[src/rtl/uart_receiver.sv]
// uart_receiver: 8N1 UART receive stage.
// Data path: 2-flop synchroniser, mid-bit sampling FSM, FWFT receive FIFO,
// valid/ready drain port. Framing errors and overruns are one-cycle pulses.
module uart_receiver #(
  parameter int CLKS_PER_BIT = 104,
  parameter int FIFO_DEPTH   = 4
) (
  input  logic       clk,
  input  logic       rst,
  input  logic       uart_rx,
  output logic [7:0] rx_data,
  output logic       rx_valid,
  input  logic       rx_ready,
  output logic       frame_err,
  output logic       overrun
);

  localparam int CW = $clog2(CLKS_PER_BIT);
  localparam int PW = $clog2(FIFO_DEPTH);
  localparam logic [CW-1:0] CNT_LAST = CW'(CLKS_PER_BIT - 1);
  localparam logic [CW-1:0] CNT_HALF = CW'(CLKS_PER_BIT / 2 - 1);
  localparam logic [PW:0]   CNT_FULL = (PW + 1)'(FIFO_DEPTH);

  typedef enum logic [1:0] {IDLE, START, DATA, STOP} state_e;

  // Synchroniser and edge-history flops.
  logic rx_meta_q, rx_s_q, rx_prev_q;

  // Receive FSM state.
  state_e        state_q, state_d;
  logic [CW-1:0] bit_cnt_q, bit_cnt_d;
  logic [2:0]    bit_idx_q, bit_idx_d;
  logic [7:0]    shift_q, shift_d;
  logic          stop_good, stop_bad;

  // FIFO state.
  logic [7:0]    mem_q [FIFO_DEPTH];
  logic [PW-1:0] wr_ptr_q, rd_ptr_q;
  logic [PW:0]   count_q;
  logic          frame_err_q, overrun_q;
  logic          full, push, pop, drop;

  // Bring the asynchronous pin into the clock domain; idle-high reset values.
  // NOTE: all sequential state uses non-blocking assignments so every flop
  // samples pre-edge values and simulation matches the synthesised netlist.
  always_ff @(posedge clk or posedge rst) begin
    if (rst) begin
      rx_meta_q <= 1'b1;
      rx_s_q    <= 1'b1;
      rx_prev_q <= 1'b1;
    end else begin
      rx_meta_q <= uart_rx;
      rx_s_q    <= rx_meta_q;
      rx_prev_q <= rx_s_q;
    end
  end

  // FSM state register with bit timing counters and the shift register.
  always_ff @(posedge clk or posedge rst) begin
    if (rst) begin
      state_q   <= IDLE;
      bit_cnt_q <= '0;
      bit_idx_q <= '0;
      shift_q   <= '0;
    end else begin
      state_q   <= state_d;
      bit_cnt_q <= bit_cnt_d;
      bit_idx_q <= bit_idx_d;
      shift_q   <= shift_d;
    end
  end

  // Next-state logic: start detection, mid-bit sampling, stop-bit verdict.
  // NOTE: every output of this block gets a default first, so no path can
  // leave a value unassigned and infer a latch.
  always_comb begin
    state_d   = state_q;
    bit_cnt_d = bit_cnt_q;
    bit_idx_d = bit_idx_q;
    shift_d   = shift_q;
    stop_good = 1'b0;
    stop_bad  = 1'b0;
    unique case (state_q)
      IDLE: begin
        if (rx_prev_q && !rx_s_q) begin
          state_d   = START;
          bit_cnt_d = '0;
        end
      end
      START: begin
        if (bit_cnt_q == CNT_HALF) begin
          bit_cnt_d = '0;
          bit_idx_d = '0;
          state_d   = rx_s_q ? IDLE : DATA;
        end else begin
          bit_cnt_d = bit_cnt_q + CW'(1);
        end
      end
      DATA: begin
        if (bit_cnt_q == CNT_LAST) begin
          bit_cnt_d          = '0;
          shift_d[bit_idx_q] = rx_s_q;
          bit_idx_d          = bit_idx_q + 3'd1;
          if (bit_idx_q == 3'd7) state_d = STOP;
        end else begin
          bit_cnt_d = bit_cnt_q + CW'(1);
        end
      end
      STOP: begin
        if (bit_cnt_q == CNT_LAST) begin
          bit_cnt_d = '0;
          state_d   = IDLE;
          stop_good = rx_s_q;
          stop_bad  = !rx_s_q;
        end else begin
          bit_cnt_d = bit_cnt_q + CW'(1);
        end
      end
      default: state_d = IDLE;
    endcase
  end

  assign full = (count_q == CNT_FULL);
  assign pop  = rx_valid && rx_ready;
  assign push = stop_good && (!full || pop);
  assign drop = stop_good && full && !pop;

  // FIFO storage, pointers, occupancy and the registered status pulses.
  // NOTE: storage is reset because rx_data must read 0 after reset; this
  // keeps the array in flops rather than letting it map to a RAM macro.
  always_ff @(posedge clk or posedge rst) begin
    if (rst) begin
      for (int i = 0; i < FIFO_DEPTH; i++) mem_q[i] <= '0;
      wr_ptr_q    <= '0;
      rd_ptr_q    <= '0;
      count_q     <= '0;
      frame_err_q <= 1'b0;
      overrun_q   <= 1'b0;
    end else begin
      if (push) begin
        mem_q[wr_ptr_q] <= shift_d;
        wr_ptr_q        <= wr_ptr_q + PW'(1);
      end
      if (pop) rd_ptr_q <= rd_ptr_q + PW'(1);
      case ({push, pop})
        2'b10:   count_q <= count_q + (PW + 1)'(1);
        2'b01:   count_q <= count_q - (PW + 1)'(1);
        default: count_q <= count_q;
      endcase
      frame_err_q <= stop_bad;
      overrun_q   <= drop;
    end
  end

  assign rx_valid  = (count_q != '0);
  assign rx_data   = mem_q[rd_ptr_q];
  assign frame_err = frame_err_q;
  assign overrun   = overrun_q;

endmodule

[config.mk]
export PLATFORM = sky130hd
export DESIGN_NAME = uart_receiver
export DESIGN_NICKNAME = d
export VERILOG_FILES = /design/src/rtl/uart_receiver.sv
export SDC_FILE = /design/constraint.sdc
export NUM_CORES = 1
export LEC_CHECK = 0
export CORE_AREA = 2 2 86 88
export CTS_CLUSTER_DIAMETER = 100
export DETAILED_ROUTE_END_ITERATION = 12
export DIE_AREA = 0 0 88 90
export SYNTH_ARGS = -nofsm -noshare
export SYNTH_HDL_FRONTEND = slang
export SYNTH_SLANG_ARGS = --single-unit
[constraint.sdc]
create_clock -name clk -period 2.8 [get_ports clk]
set_clock_uncertainty 0.2 [all_clocks]
set_input_delay 0.28 -clock clk [delete_from_list [all_inputs] [get_ports clk]]
set_output_delay 0.28 -clock clk [all_outputs]
set_load 0.01 [all_outputs]
==> results.tsv <==
stage	metric	value	unit
cells_and_area	layout net count	292	
logic_synthesis	Netlist cell types	51	
flow_run	max-capacitance violation count	0	
pwr	worst-case vdd ir drop	491	µV
floorplanning	IO Count	15	
global_routing	vias in the first global route	2111	
floorplanning	die width	88	µm
logic_synthesis	Synthesized Nets	264	
logic_synthesis	Synth Register Bits	64	
status	status	complete, no violations	
logic_synthesis	syn_area_per_cell	12.5	µm²
sta	Tcrit/Tclk final	92.7	%
cts	cts repair resizes	0	
floorplanning	core area	7020	µm²
drt	Vias	2097	
logic_synthesis	Mapped Cells	251	
placed_design	Post-Place Cells	367	
global_routing	wire length of the first global-routing pass	11.0	mm
setup_path	CP Launch Point	rd_ptr_q[0]	
cts	Clock Latency Late Sink	350	ps
logic_synthesis	Primary FF master, synth	dfrtp_1	
sta	Fmax	0.385	GHz
cells_and_area	antenna cells	0	
logic_synthesis	ys async rst share	100	%
sta	unrepaired setup endpoints after global routing	false	
sta	WHS	113	ps
logic_synthesis	post-synthesis sequential area ratio	51.0	%
global_routing	pin count of the biggest net entering global routing	37	
placed_design	HPWL after DPL	4.52	mm
placed_design	number of port buffers	14	
sta	final count of pins violating max slew	0	
sta	final setup fails	0	
floorplanning	Die Ht	90	µm
setup_path	critical path arrival	2120	ps
cts	clock root cell	clkbuf_8	
sta	fin worst setup slack	203	ps
sta	Hold Violations, Final	0	
cts	H-tree Lvls	3	
setup_path	family with the most delay on the worst path	flip-flops	
setup_path	CP peak stage delay	690	ps
global_routing	initial antenna violation count	0	
worst_hold_path	worst hold path class	primary input to async pin	
cts	Worst-path clk slew	70	ps
cts	CTS tree	yes	
cts	hold_buf cts	0	
logic_synthesis	Post-synth EDFFs	0	
setup_path	CP Launch Type	flip-flop	
setup_path	Crit Path Max Fanout	9	
sta	setup TNS	0	ps
drt	TritonRoute pass-1 iters	4	
global_routing	gr ovfl total	0	
cells_and_area	Layout Area Growth over Synthesis	15.8	%
drt	Avg Vias per Cell	5.48	
setup_path	critical setup path kind	flip-flop to output pin	
setup_path	CP cell instances	mux4_2 > clkdlybuf4s50_1	
floorplanning	Rows	31	
placed_design	DP Area	3450	µm²
setup_path	WP buf/inv	1	
global_routing	Total Routing Usage GR	18.6	%
cells_and_area	design area	3640	µm²
setup_path	kind of end point of the critical path	output pin	
sta	min cycle time layout	2600	ps
setup_path	Slowest-stage cell, CP	dfrtp_1	
cells_and_area	FILL cells	619	
placed_design	pre-CTS setup slack	132	ps
setup_path	RR Startpoint	bit_cnt_q[0]	
logic_synthesis	number of synthesis warnings	0	
sta	Rel. slew slack	50.4	%
pwr	leakage power	1.43	nW
logic_synthesis	Post-Syn Area	3150	µm²
cts	TritonCTS Sinks	64	
drt	initial DRC count	141	
sta	Slew @ Worst Pin	739	ps
cells_and_area	non-filler cells, final	383	
setup_path	data required time of the worst path	2320	ps
cts	Setup Buffers After CTS	0	
cts	CTS buffer count	9	
cells_and_area	share of cells above drive strength 1	21.5	%
placed_design	GPL Wtd Cong	0.805	
drt	drt wl/cell	17.1	µm
floorplanning	Die ar.	7920	µm²
floorplanning	Starting Density	44.8	%
drt	final WL	6.54	mm
pwr	total power per unit cell area	715	nW/µm²
drt	Remaining DRCs	0	
drt	final antenna-violating net count	0	
cts	CTS max path bufs	2	
## cell usage after synthesis, drive strengths merged (3+ instances only)
library cell  number  area (µm²)
a21oi              4        20.0
xnor2              3        26.3
a311oi             4        35.0
mux2              11         128
clkbuf             4        15.0
buf                3        16.3
and2               5        31.3
o21ai              3        15.0
mux4               8         180
nor2              10        40.0
a211o              4        35.0
dfrtp             61        1530
xor2               4        35.0
ha                 8         100
o22a              16         140
dfstp              3        78.8
nand3             12        65.1
a2bb2oi           16         140
a22o               3        26.3
inv               10        37.5
nand2             18        67.6
o22ai              3        18.8
and3               4        25.0
nor3              10         100
## cell type report
cell class,count,area (µm²),area share (%)
multi-input cells,170,1470,40.4
flip-flops and latches,64,1610,44.1
repair buffers,24,215,5.91
well taps,99,124,3.40
clock inverters,6,60.1,1.65
clock buffers,10,128,3.51
inverters,10,37.5,1.03
## layer usage
| metal | share of wire, % | vias to the layer above | global-route usage [%] |
|---|---|---|---|
| met5 | 0 | - | 0 |
| met3 | 4.8 | 8 | 5.97 |
| met4 | 1.7 | 0 | 7.05 |
| met2 | 45 | 44 | 27.1 |
| li1 | - | 1011 | - |
| met1 | 49 | 1034 | 25.9 |
## flip-flops by register name, indices dropped and copies added (netlist names), named ones only
name       flops
rx_meta_q      1
overrun        1
mem_q         32
bit_cnt_q      7
rx_prev_q      1
frame_err      1
bit_idx_q      3
rd_ptr_q       2
rx_s_q         1
count_q        3
state_q        1
wr_ptr_q       2
shift_q        8
## kinds of logic after synthesis
family / count (synthesis) / synth area share, %
buffers and inverters: 17 / 2.19
AO/OA/AOI/OAI: 60 / 15.3
multiplexers: 20 / 10.1
flip-flops: 64 / 51.0
adder cells (fa/ha/maj): 9 / 3.82
AND/OR/NAND/NOR: 74 / 15.6
XOR/XNOR: 7 / 1.95
## metrics by stage
| stage | utilization, % | total power, mW |
|---|---|---|
| after global routing | 51.9 | 2.76 |
| after detailed placement | 49.2 | 1.86 |
| final | 51.9 | 2.60 |
| after CTS | 51.9 | 2.64 |
| after global placement | 49.2 | 1.84 |
| after floorplan | - | 1.67 |
## layout by cell type, fill, tap and decap left out, types with 2 or more instances in the layout
cell | synthesis | routed
a211o_1 | 4 | 4
a211oi_1 | 2 | 2
a21oi_1 | 4 | 4
a22o_1 | 3 | 3
a2bb2oi_1 | 16 | 16
a311oi_1 | 4 | 4
a31oi_1 | 2 | 2
and2_1 | 5 | 5
and3_1 | 4 | 4
and4b_1 | 2 | 2
buf_4 | 1 | 10
clkbuf_8 | 0 | 9
clkdlybuf4s50_1 | 0 | 14
clkinv_2 | 0 | 3
clkinvlp_4 | 0 | 2
dfrtp_1 | 61 | 61
dfstp_2 | 3 | 3
ha_1 | 8 | 8
inv_1 | 9 | 8
inv_2 | 1 | 2
mux2_2 | 10 | 10
mux4_2 | 8 | 8
nand2_1 | 18 | 18
nand2b_1 | 2 | 2
nand3_1 | 11 | 11
nor2_1 | 9 | 9
nor3_1 | 5 | 5
nor3_4 | 4 | 4
o21ai_0 | 3 | 3
o22a_1 | 16 | 16
o22ai_1 | 3 | 3
or3_1 | 2 | 2
xnor2_1 | 3 | 3
xor2_1 | 4 | 4
## worst paths after layout
check                             end  slack, ps  cells past startpoint
setup / recovery           rx_data[0]        200                      2
hold / removal              frame_err        110                      3
setup reg to reg           count_q[2]        290                     10
hold reg to reg                rx_s_q        160                      0
max in group asynchronous      rx_s_q       1910                      3
min in group clk            rx_meta_q        140                      1
## power breakdown
| part | internal, mW | switching, mW | total [mW] |
|---|---|---|---|
| Sequential | 1.03 | 0.189 | 1.22 |
| Clock | 0.406 | 0.368 | 0.774 |
| Combinational | 0.307 | 0.305 | 0.612 |
## worst min-delay path, cell delays in order
cell	delay (ps)
clkdlybuf4s50_1	410
inv_2	60
buf_4	330
No activity file was read; power rests on OpenSTA's default activity.
